<file path="config.mk">
export PLATFORM = sky130hd
export DESIGN_NAME = serial_parity
export DESIGN_NICKNAME = d
export VERILOG_FILES = /design/src/rtl/serial_parity.sv
export SDC_FILE = /design/constraint.sdc
export NUM_CORES = 1
export LEC_CHECK = 0
export CAP_MARGIN = 30
export CORE_AREA = 2 2 39 41
export DETAILED_ROUTE_END_ITERATION = 7
export DIE_AREA = 0 0 41 43
export GPL_TIMING_DRIVEN = 0
export HOLD_SLACK_MARGIN = 0.02
export MAX_ROUTING_LAYER = met4
export PLACE_DENSITY = 0.77
export SYNTH_ARGS = -nofsm -noshare
export SYNTH_HDL_FRONTEND = slang
export SYNTH_SLANG_ARGS = --single-unit
export TNS_END_PERCENT = 50
</file>
<file path="constraint.sdc">
create_clock -name clk -period 1.8 [get_ports clk]
set_clock_uncertainty 0.15 [all_clocks]
set_input_delay 0.45 -clock clk [delete_from_list [all_inputs] [get_ports clk]]
set_output_delay 0.45 -clock clk [all_outputs]
set_load 0.01 [all_outputs]
</file>
<file path="src/rtl/serial_parity.sv">
// serial_parity: accumulates FRAME_LEN serial data bits into an even-parity
// result and presents it with a valid/ready output handshake.
//
// Handshake rules (both sides):
//   - A bit is taken on a rising clk edge where in_valid && in_ready.
//     The producer may hold in_valid low at any point in a frame.
//   - A result is taken on a rising clk edge where out_valid && out_ready.
//     out_parity and err stay stable from out_valid rising until it is taken.
//
// Optional build macro SERIAL_PARITY_CHECK_EN: after the data bits, one extra
// received-parity bit is taken in a check state. err reports a mismatch
// between that bit and the computed parity. When the macro is undefined
// there is no check state and err is tied low.
//
// state_dbg exposes the FSM state: 0 idle, 1 acc, 2 chk, 3 done.
module serial_parity #(
    parameter int FRAME_LEN = 8
) (
    input  logic       clk,
    input  logic       rst_n,
    input  logic       clear,
    input  logic       in_valid,
    input  logic       in_bit,
    output logic       in_ready,
    output logic       out_valid,
    output logic       out_parity,
    input  logic       out_ready,
    output logic       err,
    output logic [5:0] bit_cnt,
    output logic [1:0] state_dbg
);

    // Count value reached by the accept of the final data bit.
    localparam logic [5:0] last_cnt = 6'(FRAME_LEN);

`ifdef SERIAL_PARITY_CHECK_EN
    typedef enum logic [1:0] {
        st_idle = 2'd0,
        st_acc  = 2'd1,
        st_chk  = 2'd2,
        st_done = 2'd3
    } state_t;
`else
    typedef enum logic [1:0] {
        st_idle = 2'd0,
        st_acc  = 2'd1,
        st_done = 2'd3
    } state_t;
`endif

    state_t     state;
    logic [5:0] cnt_q;
    logic       parity_q;
    logic       accept;
    logic [5:0] cnt_inc;

`ifdef SERIAL_PARITY_CHECK_EN
    logic       err_q;
`endif

    // Bits are only refused while a finished result waits to be taken.
    assign in_ready   = (state != st_done);
    assign accept     = in_valid && in_ready;
    assign cnt_inc    = cnt_q + 6'd1;

    // All outputs come straight from registers; nothing combinational from in_bit.
    assign out_valid  = (state == st_done);
    assign out_parity = parity_q;
    assign bit_cnt    = cnt_q;
    assign state_dbg  = state;

`ifdef SERIAL_PARITY_CHECK_EN
    assign err = err_q;
`else
    assign err = 1'b0;
`endif

    // Frame FSM: clear outranks everything, bubbles leave all state untouched.
    always_ff @(posedge clk or negedge rst_n) begin
        if (!rst_n) begin
            state    <= st_idle;
            cnt_q    <= 6'd0;
            parity_q <= 1'b0;
`ifdef SERIAL_PARITY_CHECK_EN
            err_q    <= 1'b0;
`endif
        end else if (clear) begin
            state    <= st_idle;
            cnt_q    <= 6'd0;
            parity_q <= 1'b0;
`ifdef SERIAL_PARITY_CHECK_EN
            err_q    <= 1'b0;
`endif
        end else begin
            case (state)
                st_idle: begin
                    if (accept) begin
                        // First bit of a frame seeds the parity register.
                        parity_q <= in_bit;
                        cnt_q    <= 6'd1;
                        state    <= st_acc;
                    end
                end
                st_acc: begin
                    if (accept) begin
                        parity_q <= parity_q ^ in_bit;
                        cnt_q    <= cnt_inc;
                        if (cnt_inc == last_cnt) begin
`ifdef SERIAL_PARITY_CHECK_EN
                            state <= st_chk;
`else
                            state <= st_done;
`endif
                        end
                    end
                end
`ifdef SERIAL_PARITY_CHECK_EN
                st_chk: begin
                    if (accept) begin
                        // Received parity bit is compared, not folded in.
                        err_q <= in_bit ^ parity_q;
                        cnt_q <= cnt_inc;
                        state <= st_done;
                    end
                end
`endif
                st_done: begin
                    if (out_ready) begin
                        cnt_q <= 6'd0;
                        state <= st_idle;
`ifdef SERIAL_PARITY_CHECK_EN
                        err_q <= 1'b0;
`endif
                    end
                end
                default: begin
                    state <= st_idle;
                end
            endcase
        end
    end

endmodule

</file>
# After elaboration in Yosys (flattened, before gate mapping)
# Cells that the tools add are included.
# totals
elab_cells,35
rom_bits,0
regBits,9
memories,0
input_bits,6
out_inout_bits,12
latch_bits,0
mem_bits_rw,0
# classes
n_reduce_logical,7
shifts,0
bitwise,1
n_div,0
n_mul,0
eq_ne,8
n_lt_le_gt_ge,0
n_mux,15
addsub,1
# op_table
operator,count
two-way mux 6 bit,4
one-hot mux 6 bit (3 select lines),1
two-way mux 2 bit,5
inequality test 3 bit (second input constant),3
AND reduction 4 bit,2
adder 6 x 1 -> 6 bit (second input constant),1
equality test 6 x 4 -> 1 bit (second input constant),1
one-hot mux 2 bit (3 select lines),1
nonzero test 4 bit,1
two-way mux 1 bit,3
inequality test 3 x 2 -> 1 bit (second input constant),1
AND reduction 3 bit,1
nonzero test 3 bit,1
equality test 2 x 1 -> 1 bit (second input constant),1
equality test 2 bit (second input constant),1
logical NOT 2 bit,1
inequality test 2 bit (second input constant),1
one-hot mux 1 bit (2 select lines),1
logical AND 1 bit,1
bitwise XOR 1 bit,1

# Depth between registers and ports, before layout
# Gate-level depths: netlist of the first run.
# logic_depth
ltp_word,6
depth_mapped,6
mapped_depth_nobuf,5

# Least setup slack after synthesis of the first run
# No wires, ideal clock.
# synth_path
kind,register to register
startpoint,"reg state[1], in the netlist state_dbg[1]"
endpoint,"reg state[1], in the netlist state_dbg[1]"
arrival_time_ps,1446
slack_ps,138
stages_incl_launch_ff,6
required_time_ps,1584
path_cell_list,dfrtp_1 -> buf_6 -> or3b_1 -> buf_2 -> a2111oi_2 -> mux2_1
# synth_between
elab_chain_len,4
word_cells_on_any_way,12
cone_classes,eq/ne (7); mux (2); reduce/logical (3)
# synth_rtl
element,line,rtl
start: declaration,51,state_t state;
start signal: assignment,81,state <= st_idle;
start signal: assignment,88,state <= st_idle;
start signal: assignment,101,state <= st_acc;
inequality test 2 bit,62,assign in_ready = (state != st_done);
logical AND 1 bit,63,assign accept = in_valid && in_ready;
inequality test 3 bit (no line),n/a,
AND reduction 4 bit (no line),n/a,
# Several ways; a longest one is shown, not always the timed one.
# A chain may end at the register's enable or synchronous reset.

# Worst setup path after layout of the first run
# layout_path
startpoint,"reg state[1], in the netlist state_dbg[1]"
endpoint,out state_dbg[1]
# layout_lines
element,line,rtl
end: declaration,30,output logic [1:0] state_dbg
# No word-level cell between the ends.

==> summary.md, run 1 <==
| Metric | Value |
|---|---|
| Netlist cell types | 31 |
| Vias in the first global route | 462 |
| Worst VDD drop | 0.000319 V |
| Worst skew pair latency | 250 ps |
| Die extent in y | 43 µm |
| Fillers | 139 |
| Avg Cell Area, Syn | 8.96 µm² |
| Syn_nets | 69 |
| Reg2reg end | state_dbg[1] |
| Max-slew violations | 0 |
| Final cell count without fillers | 99 |
| Max stage delay cell, worst path | clkdlybuf4s50_1 |
| DR iter-0 viols | 10 |
| CP max stage delay | 540 ps |
| Hold Vio Cnt, Final | 0 |
| Max-Cap Viols | 0 |
| Mapped Cells | 62 |
| DR vias/cell | 5.32 |
| Synth async-reset ratio | 100% |
| Finish-stage setup viols | 0 |
| Largest net degree at the start of global routing | 11 |
| Max clock buf depth | 2 |
| Peak Freq | 0.571 GHz |
| Startpoint Class | flop |
| Largest area contributor in the netlist | dfrtp_1 |
| Worst slack at placement | -447 ps |
| RSZ-0062 raised after global routing | yes |
| Die X | 41 µm |
| Global placement routability congestion | 0.737 |
| Synth top area cells | dfrtp_1 (41%), o21ai_0 (7.2%), nand2_1 (4.7%) |
| # port buffers | 16 |
| Area Overhead vs Synth | 37.4% |
| Leak pwr | 0.000371 µW |
| Number of nets with antenna violations after detailed routing | 0 |
| Core Region | 1380 µm² |
| Via Count | 527 |
| CTS tree | yes |
| Pre-antenna DRT Iters | 4 |
| Total of warnings raised by yosys | 0 |
| Crit Path Category | flop to output pin |
| Die area | 1760 µm² |
| Multi-input logic area | 290 µm² |
| Required @ worst endpoint | 1200 ps |
| Total wire length | 1180 µm |
| Data arrival, critical path | 1150 ps |
| Cell area after layout | 763 µm² |
| Hold Buf Count CTS | 0 |
| CP delay by family, top | buffers and inverters |
| Antenna violations before repair | 0 |
| Row count | 14 |
| I/O Pins | 18 |
| H-tree depth | 1 |
| Gr usage total | 16.0% |
| Drc violations | 0 |
| Placed insts | 94 |
| Synthesis-stage register bit count | 9 |
| Mapped cell area | 556 µm² |
| EDFF count, synth | 0 |
| Reg clk slew, reported paths | 60 ps |
| HP Class | primary input to async pin |
| PwrDens | 576 nW/µm² |
| Crit-path max FO | 2 |
| Clock root buffer master | clkbuf_4 |
| CTS buffer count | 3 |
| Reg2Reg Depth | 5 |
| Share of layout cells above drive strength 1 | 16.9% |
| Post-synth top flop | dfrtp_1 |
| Global-route wire length before repair | 1880 µm |
| Min setup slack post-route | 47.6 ps |
| Sequential cell area | 228 µm² |
| # diodes | 0 |
| Seq/Total Area, Yosys | 40.5% |
| CP Cell Sequence | clkdlybuf4s50_1 |
| Outcome | complete, no violations |
| Min cycle time layout | 1750 ps |
| Initial core utilization | 40.1% |
| Synth top area share | 40.5% |
| Congestion Overflow GR | 0 |
| Post-place instance area | 736 µm² |
| Final HPWL DP | 839 µm |
| Endpoint type of the worst setup path | output pin |
| Final setup TNS | 0 ps |
| Clk sinks | 9 |
| Worst flop-to-flop path startpoint | state_dbg[1] |
| Wire length per cell | 11.9 µm |
| Final period util | 97.4% |
| CP bufs+invs | 1 |
| Reg2reg setup slack | 80 ps |
| Net count reported at finish | 91 |
## synth_stat cells, types with 2 or more instances
cell type,instances
o21ai_0,8
nand2_1,7
dfrtp_1,9
inv_1,2
nor2_1,6
nand3_1,3
o31ai_1,2
a31oi_1,2
## flip-flops by register name (all words and copies together) (netlist names)
signal,cells
state_dbg,2
out_parity,1
bit_cnt,6
## cell type report
type,instances,share of cell area [%]
buffer,5,4.26
clock buffer,4,3.44
inverter,2,0.984
multi-input combinational,46,38.0
sequential,9,29.8
tap,16,2.62
timing repair buffer,17,20.8
## how the worst max path moves through the flow
stage | start | end | slack (ps) | depth (start not counted)
global placement | clear | state_dbg[1] | -440 | 5
detailed placement | clear | state_dbg[1] | -450 | 5
global route | state_dbg[1] | state_dbg[1] | -8 | 5
floorplan | state_dbg[1] | state_dbg[1] | 140 | 5
finish | state_dbg[1] | state_dbg[1] | 50 | 1
CTS | bit_cnt[1] | bit_cnt[1] | 8 | 1
## repair_timing
| action | in CTS | in global routing |
|---|---|---|
| gates resized for setup | 11 | 3 |
| pin swaps | 1 | 0 |
| setup buffers | 1 | 0 |
| setup endpoints to repair | 13 | 4 |
## metrics by stage
step                      power [µW]  utilization (%)  hold WS (ps)
after floorplan                  254                -          4.41
after global placement           291             53.2           373
after detailed placement         293             53.2           380
after CTS                        449             55.2           364
after global routing             463             55.2           383
final                            440             55.2           352
## cell families after synthesis
logic type	synth area share [%]
other cells	0.675
fa+ha+maj	2.25
simple gates	21.6
buf+inv	7.21
flops	40.5
compound gates	23.9
mux	3.83
## metal layers
metal | up-vias | track usage [%] | share of wire (%) | wire length (µm)
met5 | - | - | 0 | 0
met4 | 0 | 8.00 | 1.2 | 14
met3 | 2 | 3.14 | 5.2 | 61
met2 | 17 | 23.1 | 50 | 588
met1 | 247 | 20.7 | 44 | 515
li1 | 261 | - | - | -
## cells in the final DEF (no fill, tap or decap), types with 3 or more instances in the layout
cell type	n
o21ai_0	8
nand2_1	7
dfrtp_1	7
dlygate4sd2_1	7
nor2_1	6
clkdlybuf4s50_1	6
nand3_1	3
clkbuf_4	3
## report_power, final
| group | switching, µW | internal, µW | total [µW] |
|---|---|---|---|
| clock network | 68.3 | 85.2 | 153 |
| registers | 8.39 | 209 | 218 |
| logic | 35.2 | 33.3 | 68.5 |
(Power assumes the default switching activity.)
==> run 2, diff against run 1 <==
Settings changed: CTS_CLUSTER_SIZE set to 25.
==> results of run 2 <==
No change in the layout: final DEF, timing and power equal those of run 1.
